### config.mk
export PLATFORM = sky130hd
export DESIGN_NAME = ternary_sampler
export DESIGN_NICKNAME = d
export VERILOG_FILES = /design/src/rtl/ternary_sampler.sv
export SDC_FILE = /design/constraint.sdc
export NUM_CORES = 1
export LEC_CHECK = 0
export ABC_AREA = 1
export ABC_CLOCK_PERIOD_IN_PS = 5300
export CORE_UTILIZATION = 40
export DETAILED_ROUTE_END_ITERATION = 8
export PLACE_DENSITY = 0.65
export SKIP_CTS_REPAIR_TIMING = 1
export SKIP_LAST_GASP = 1
export SYNTH_ARGS = -nofsm -noshare
export SYNTH_HDL_FRONTEND = slang
export SYNTH_SLANG_ARGS = --single-unit
### constraint.sdc
create_clock -name i_clk -period 5.3 [get_ports i_clk]
set_input_delay 0.53 -clock i_clk [delete_from_list [all_inputs] [get_ports i_clk]]
set_output_delay 0.53 -clock i_clk [all_outputs]
set_load 0.01 [all_outputs]
### src/rtl/ternary_sampler.sv
// ternary_sampler: turns the free-running 16-bit LFSR coins word into one ternary
// polynomial of N coefficients (byte mod 3, two per word, last one forced to 0).
module ternary_sampler #(
    parameter int unsigned N     = 701,
    parameter int unsigned IDX_W = 10
) (
    input  logic             i_clk,
    input  logic             i_rst,
    input  logic             i_start,
    input  logic [16:1]      i_coins,
    output logic             o_coins_take,
    output logic             o_coeff_valid,
    input  logic             i_coeff_ready,
    output logic [1:0]       o_coeff,
    output logic [IDX_W-1:0] o_coeff_idx,
    output logic             o_busy,
    output logic             o_done
);

    localparam logic [IDX_W-1:0] LP_IDX_PENULT = IDX_W'(N - 2);

    typedef enum logic [2:0] {
        S_IDLE,
        S_LOAD,
        S_EMIT_LO,
        S_EMIT_HI,
        S_LAST
    } state_t;

    state_t           r_state;
    logic [16:1]      r_hold;
    logic [IDX_W-1:0] r_idx;
    logic             r_coins_take;
    logic             r_valid;
    logic             r_busy;
    logic             r_done;

    logic             w_handshake;
    logic             w_at_penult;
    logic [1:0]       w_coeff;

    // Exact residue of an 8-bit value: 4 == 1 (mod 3), so base-4 digits can be summed.
    function automatic logic [1:0] mod3(input logic [7:0] x);
        logic [3:0] f1;
        logic [2:0] f2;
        logic [2:0] f3;
        f1 = 4'(x[7:6]) + 4'(x[5:4]) + 4'(x[3:2]) + 4'(x[1:0]);
        f2 = 3'(f1[3:2]) + 3'(f1[1:0]);
        f3 = 3'(f2[2]) + 3'(f2[1:0]);
        mod3 = (f3 >= 3'd3) ? 2'(f3 - 3'd3) : f3[1:0];
    endfunction

    assign w_handshake = r_valid & i_coeff_ready;
    assign w_at_penult = (r_idx == LP_IDX_PENULT);

    // Coefficient is decoded from registered state and hold only.
    always_comb begin
        w_coeff = 2'b00;
        case (r_state)
            S_EMIT_LO: w_coeff = mod3(r_hold[8:1]);
            S_EMIT_HI: w_coeff = mod3(r_hold[16:9]);
            default:   w_coeff = 2'b00;
        endcase
    end

    always_ff @(posedge i_clk) begin
        if (i_rst) begin
            r_state      <= S_IDLE;
            r_hold       <= '0;
            r_idx        <= '0;
            r_coins_take <= 1'b0;
            r_valid      <= 1'b0;
            r_busy       <= 1'b0;
            r_done       <= 1'b0;
        end else begin
            r_done <= 1'b0;
            case (r_state)
                S_IDLE: begin
                    if (i_start) begin
                        r_state      <= S_LOAD;
                        r_idx        <= '0;
                        r_coins_take <= 1'b1;
                        r_busy       <= 1'b1;
                    end
                end
                S_LOAD: begin
                    r_hold       <= i_coins;
                    r_state      <= S_EMIT_LO;
                    r_coins_take <= 1'b0;
                    r_valid      <= 1'b1;
                end
                S_EMIT_LO: begin
                    if (w_handshake) begin
                        r_idx   <= r_idx + IDX_W'(1);
                        r_state <= w_at_penult ? S_LAST : S_EMIT_HI;
                    end
                end
                S_EMIT_HI: begin
                    if (w_handshake) begin
                        r_idx <= r_idx + IDX_W'(1);
                        if (w_at_penult) begin
                            r_state <= S_LAST;
                        end else begin
                            r_state      <= S_LOAD;
                            r_valid      <= 1'b0;
                            r_coins_take <= 1'b1;
                        end
                    end
                end
                S_LAST: begin
                    if (w_handshake) begin
                        r_state <= S_IDLE;
                        r_valid <= 1'b0;
                        r_busy  <= 1'b0;
                        r_done  <= 1'b1;
                    end
                end
                default: begin
                    r_state      <= S_IDLE;
                    r_valid      <= 1'b0;
                    r_busy       <= 1'b0;
                    r_coins_take <= 1'b0;
                end
            endcase
        end
    end

    assign o_coins_take  = r_coins_take;
    assign o_coeff_valid = r_valid;
    assign o_coeff       = w_coeff;
    assign o_coeff_idx   = r_idx;
    assign o_busy        = r_busy;
    assign o_done        = r_done;

endmodule

# [Yosys cells after proc, flatten, opt, wreduce, memory -nomap -nowiden]
# Cells that the tools add are included.
[classes] addsub=13 n_bitwise=5 n_reduce_logical=12 n_mux=23 n_lt_le_gt_ge=2 n_eq_ne=11
[ops] operator="$mux 10" count=2
[ops] operator="$pmux 10 s2" count=1
[ops] operator="$mux 3" count=6
[ops] operator="$pmux 3 s5" count=1
[ops] operator="$add 2x2->3" count=4
[ops] operator="$reduce_and 4->1" count=3
[ops] operator="$add 10x1->10 const B" count=1
[ops] operator="$eq 10x10->1 const B" count=1
[ops] operator="$ne 2x2->1 const B" count=5
[ops] operator="$add 3x2->4" count=2
[ops] operator="$add 4x2->4" count=2
[ops] operator="$reduce_or 2->1" count=4
[ops] operator="$mux 1" count=7
[ops] operator="$add 1x2->3" count=2
[ops] operator="$eq 3x2->1 const B" count=2
[ops] operator="$ge 3x2->1 const B" count=2
[ops] operator="$pmux 1 s3" count=2
[ops] operator="$reduce_and 3->1" count=2
[ops] operator="$mux 2" count=2
[ops] operator="$not 1->1" count=4
[ops] operator="$pmux 1 s4" count=1
[ops] operator="$pmux 2 s2" count=1
[ops] operator="$sub 2x2->2 const B" count=2
[ops] operator="$eq 3x1->1 const B" count=1
[ops] operator="6 further kinds" count=6
[word_totals] out_inout_bits=16 register_bits=33 input_bits=20 elab_cells=73

# [Depth between registers and ports, before layout]
[logic_depth] depth_word=8 ltp_mapped=13 depth_no_buf=13

# [Worst setup path after synthesis]
# OpenSTA, ideal clock, no wires.
[synth_path] kind="register -> output" startpoint="reg r_hold[10] in the netlist's numbering" endpoint="out o_coeff[1]" t_arrival_ns=3.822 n_path_buf=0 setup_slack_ns=0.948 required_time_ns=4.770 path_stages_with_launch=13 cell_sequence="dfxtp_1 > fa_1 > inv_1 > fa_1 > inv_1 > ha_1 > fa_1 > ha_1 > fa_1 > ha_1 > fa_1 > nor2_1 > o32ai_1"
[synth_via] elab_chain_len=6 word_cells_on_any_way=7 classes_between="4 x add/sub; 1 x order compare; 2 x mux"
[synth_rtl] element="from (decl)" line="31" rtl="logic [16:1] r_hold;"
[synth_rtl] element="from (signal assigned)" line="87" rtl="r_hold <= i_coins;"
[synth_rtl] element="$add 4x2->4 *" line="47" rtl="f1 = 4'(x[7:6]) + 4'(x[5:4]) + 4'(x[3:2]) + 4'(x[1:0]);"
[synth_rtl] element="$add 2x2->3 *" line="48" rtl="f2 = 3'(f1[3:2]) + 3'(f1[1:0]);"
[synth_rtl] element="$add 1x2->3 *" line="49" rtl="f3 = 3'(f2[2]) + 3'(f2[1:0]);"
[synth_rtl] element="$ge 3x2->1 or $sub 2x2->2 (tied branches)" line="50" rtl="mod3 = (f3 >= 3'd3) ? 2'(f3 - 3'd3) : f3[1:0];"
[synth_rtl] element="$mux 2 *" line="50"
[synth_rtl] element="$pmux 2 s2 *" line="59" rtl="case (r_state)"
[synth_rtl] element="to (decl)" line="14" rtl="output logic [1:0] o_coeff,"
# Every way passes the cells marked *; elsewhere a longest branch is shown, timed or not.

# [Worst setup path after layout]
[layout_path] startpoint="reg r_hold[2] in the netlist's numbering" endpoint="out o_coeff[0]"
# The elaborated chain is that of the path after synthesis.

==> impl_metrics.env <==
export IMPL_drive_gt1_share_pct=8.68
export IMPL_end_kind="output port"
export IMPL_power_density_nw_per_um2=432
export IMPL_leakagePower_nw=1.16
export IMPL_cpMaxStageDelayCell="fa_1"
export IMPL_rsz0062_at_grt="false"
export IMPL_worstPathArrival_ps=4290
export IMPL_clk_latency_ps=290
export IMPL_worstPathCellList="fa_1 -> inv_1 -> fa_1 -> inv_1 -> ha_1 -> fa_1 -> ha_1 -> fa_1 -> ha_1 -> fa_1 -> nand2_1 -> inv_1 -> o32ai_1 -> dlymetal6s2s_1"
export IMPL_synth_cell_type_count=31
export IMPL_synth_async_reset_ratio_pct=0
export IMPL_final_nets=353
export IMPL_fin_skew_ps=6.77
export IMPL_irDropWorstVdd_mv=0.166
export IMPL_drc=0
export IMPL_reg2reg_depth=6
export IMPL_worstSetupStartpointType="register"
export IMPL_fmax_mhz=207
export IMPL_portBuffers=35
export IMPL_grt_pass1_vias=1683
export IMPL_grt_usage_pct=17.8
export IMPL_r2r_start="r_state[2]"
export IMPL_dp_hpwl_um=3370
export IMPL_dieArea_um2=5560
export IMPL_ant_nets=0
export IMPL_period_minus_slack_ps=4820
export IMPL_numCtsBuffers=5
export IMPL_avgRoutedWirePerCell_um=11.7
export IMPL_seq_area_frac_synth_pct=31.4
export IMPL_start_util_pct=41.5
export IMPL_power_switching_mw=0.481
export IMPL_power_frac_comb_pct=51.5
export IMPL_maxCapViolations=0
export IMPL_crit_top_cell="fa_1"
export IMPL_path_delay_family="adder cells"
export IMPL_htree_levels=2
export IMPL_final_util_pct=51.6
export IMPL_synth_xor_area_share_pct=0.831
export IMPL_place_gp_congestion=0.797
export IMPL_netlist_top_cells_area="dfxtp_1 (31%), nand2_1 (12%), fa_1 (11%)"
export IMPL_required_ps=4770
export IMPL_die_x_um=74.6
export IMPL_dp_cells=373
export IMPL_cpPeakStageDelay_ps=540
export IMPL_status="complete, no violations"
export IMPL_cts_root_buf="clkbuf_8"
export IMPL_min_to="r_hold[7]"
export IMPL_synthAdderAreaFrac_pct=17.9
export IMPL_pre_cts_slack_ps=360
export IMPL_p_int_mw=0.648
export IMPL_grt_max_degree=27
export IMPL_antenna_found_initial=0
export IMPL_ys_ff_latch=33
export IMPL_grt_pass1_wl_um=7420
export IMPL_syn_nets=318
export IMPL_synth_compound_area_share_pct=10.3
export IMPL_r2r_end="r_hold[16]"
export IMPL_synth_flop_cell="dfxtp_1"
export IMPL_yosysTopAreaCell="dfxtp_1"
export IMPL_syn_inst=275
export IMPL_die_y_um=74.6
export IMPL_synthMostInstantiatedCell="nand2_1"
export IMPL_wl_um=4460
export IMPL_coreArea_um2=5070
export IMPL_cts_buffer_depth=2
export IMPL_firstDrtPassIters=4
export IMPL_cts_tree="done"
export IMPL_synth_commonest_cells="nand2_1 (68), dfxtp_1 (33), inv_1 (32)"
export IMPL_syn_cell_area_um2=2110
export IMPL_clock_sinks=33
export IMPL_row_count=26
export IMPL_path_class="register to output port"
export IMPL_finalPower_mw=1.13
export IMPL_clockPowerShare_pct=18.6
export IMPL_worst_slew_margin_rel_pct=60.4
export IMPL_path_max_fanout=3
export IMPL_timing_final_ws_setup_ps=476
export IMPL_routed_via_density=4.77
export IMPL_synth_top_family_by_area="simple AND/OR/NAND/NOR gates"
export IMPL_synth_edf_count=0
export IMPL_gr_total_overflow=0
export IMPL_synthSimpleGateAreaFrac_pct=30.8
export IMPL_min_path_cells=2
export IMPL_antenna_cells=0
export IMPL_p_sw_share_pct=42.6
export IMPL_setup_tns_ps=0
export IMPL_syn_avg_cell_area_um2=7.66
export IMPL_maxSlewViolCount=0
export IMPL_yosysWarnings=0
export IMPL_ios=36
export IMPL_min_delay_start="r_hold[7]"
export IMPL_tightestPinTransition_ps=593
export IMPL_ff2ff_setup_slack_ps=3310
export IMPL_drt_iter0_markers=68
export IMPL_finalNonFillerCells=381
export IMPL_min_period_over_period_pct=91.0
export IMPL_routed_via_count=1818
export IMPL_seq_power_share_pct=29.8
export IMPL_worst_path_buf_inv=4
export IMPL_synth_top_area_share_pct=31.4
export IMPL_cp_num_cells=14
export IMPL_muxShareOfSynthArea_pct=0.950
export IMPL_hold_class="register to register"
export IMPL_hold_viol_final=0
export IMPL_cts_clk_slew_worst_paths_ps=70
export IMPL_area_growth_pct=24.2
export IMPL_setup_viol=0
[worst register-to-register path, stage by stage (launching register included)]
cell and delay, ps:
dfxtp_1 360, inv_1 180, nand2_1 90, inv_1 360, nand2_1 500, o21ai_0 310
a21oi_1 60
[state kept, by name (all words and copies together) (netlist names)]
name           count
r_hold            16
o_busy             1
o_coins_take       1
o_coeff_valid      1
o_done             1
r_state            3
o_coeff_idx       10
[cell type report]
class                   count  area [um2]
well taps                  70        87.6
inverters                  33         124
fillers                   516        2460
multi-input cells         201        1280
flip-flops and latches     33         661
clock inverters             1        5.00
clock buffers               7        96.3
repair buffers             36         363
[cells in the final DEF (no fill, tap or decap)]
master           instances
o21ai_0                  5
xor2_1                   1
nand2_1                 68
nand3b_4                 1
clkinv_2                 1
o32ai_1                  2
nand2_8                  1
nand2_2                  2
nor3_1                   1
a21oi_1                 28
nand2_4                  4
nand3_4                  1
dlymetal6s2s_1           2
a21boi_2                 1
nand3_2                  3
nor2_1                  28
clkbuf_8                 7
mux2i_1                  2
inv_2                    1
buf_4                    1
nor2_2                   2
ha_1                    11
nand3b_1                 1
xnor2_1                  1
fa_1                    12
inv_1                   32
nand4_1                  3
nand3_1                 20
clkdlybuf4s50_1         33
a21oi_2                  2
dfxtp_1                 33
o21ai_1                  1
[metrics by stage]
step	hold WS, ps	area, um2
finish	471	2620
global route	499	2620
CTS	476	2610
detailed placement	459	2510
global placement	455	2510
floorplan	444	2110
[how the worst max path moves through the flow]
| stage | startpoint | endpoint | slack, ps |
|---|---|---|---|
| 2_1_floorplan | r_hold[10] | o_coeff[1] | 950 |
| 3_3_place_gp | r_hold[2] | o_coeff[0] | 490 |
| 3_5_place_dp | r_hold[2] | o_coeff[0] | 360 |
| 4_1_cts | r_hold[2] | o_coeff[0] | 60 |
| 5_1_grt | r_hold[10] | o_coeff[1] | 280 |
| 6_report | r_hold[2] | o_coeff[0] | 480 |
[power groups by stage]
stage                     logic, mW  registers (mW)  clock network (mW)
after CTS                     0.595           0.338               0.216
after floorplan               0.451           0.342                   0
after global routing          0.669           0.345               0.227
final                         0.582           0.337               0.211
after global placement        0.583           0.342                   0
after detailed placement      0.591           0.343                   0
[layer usage]
layer | GRT usage [%] | part of all wire [%]
met5 | 0 | 0
met4 | 6.29 | 1.7
met3 | 4.74 | 5.4
met2 | 28.1 | 44
met1 | 23.4 | 49
[kinds of logic after synthesis]
logic type | Yosys count
AND/OR/NAND/NOR | 135
buffers and inverters | 41
AO/OA/AOI/OAI | 39
flip-flops | 33
adder cells (fa/ha/maj) | 23
XOR/XNOR | 2
multiplexers | 2
Power figures use the tool's default switching activity.
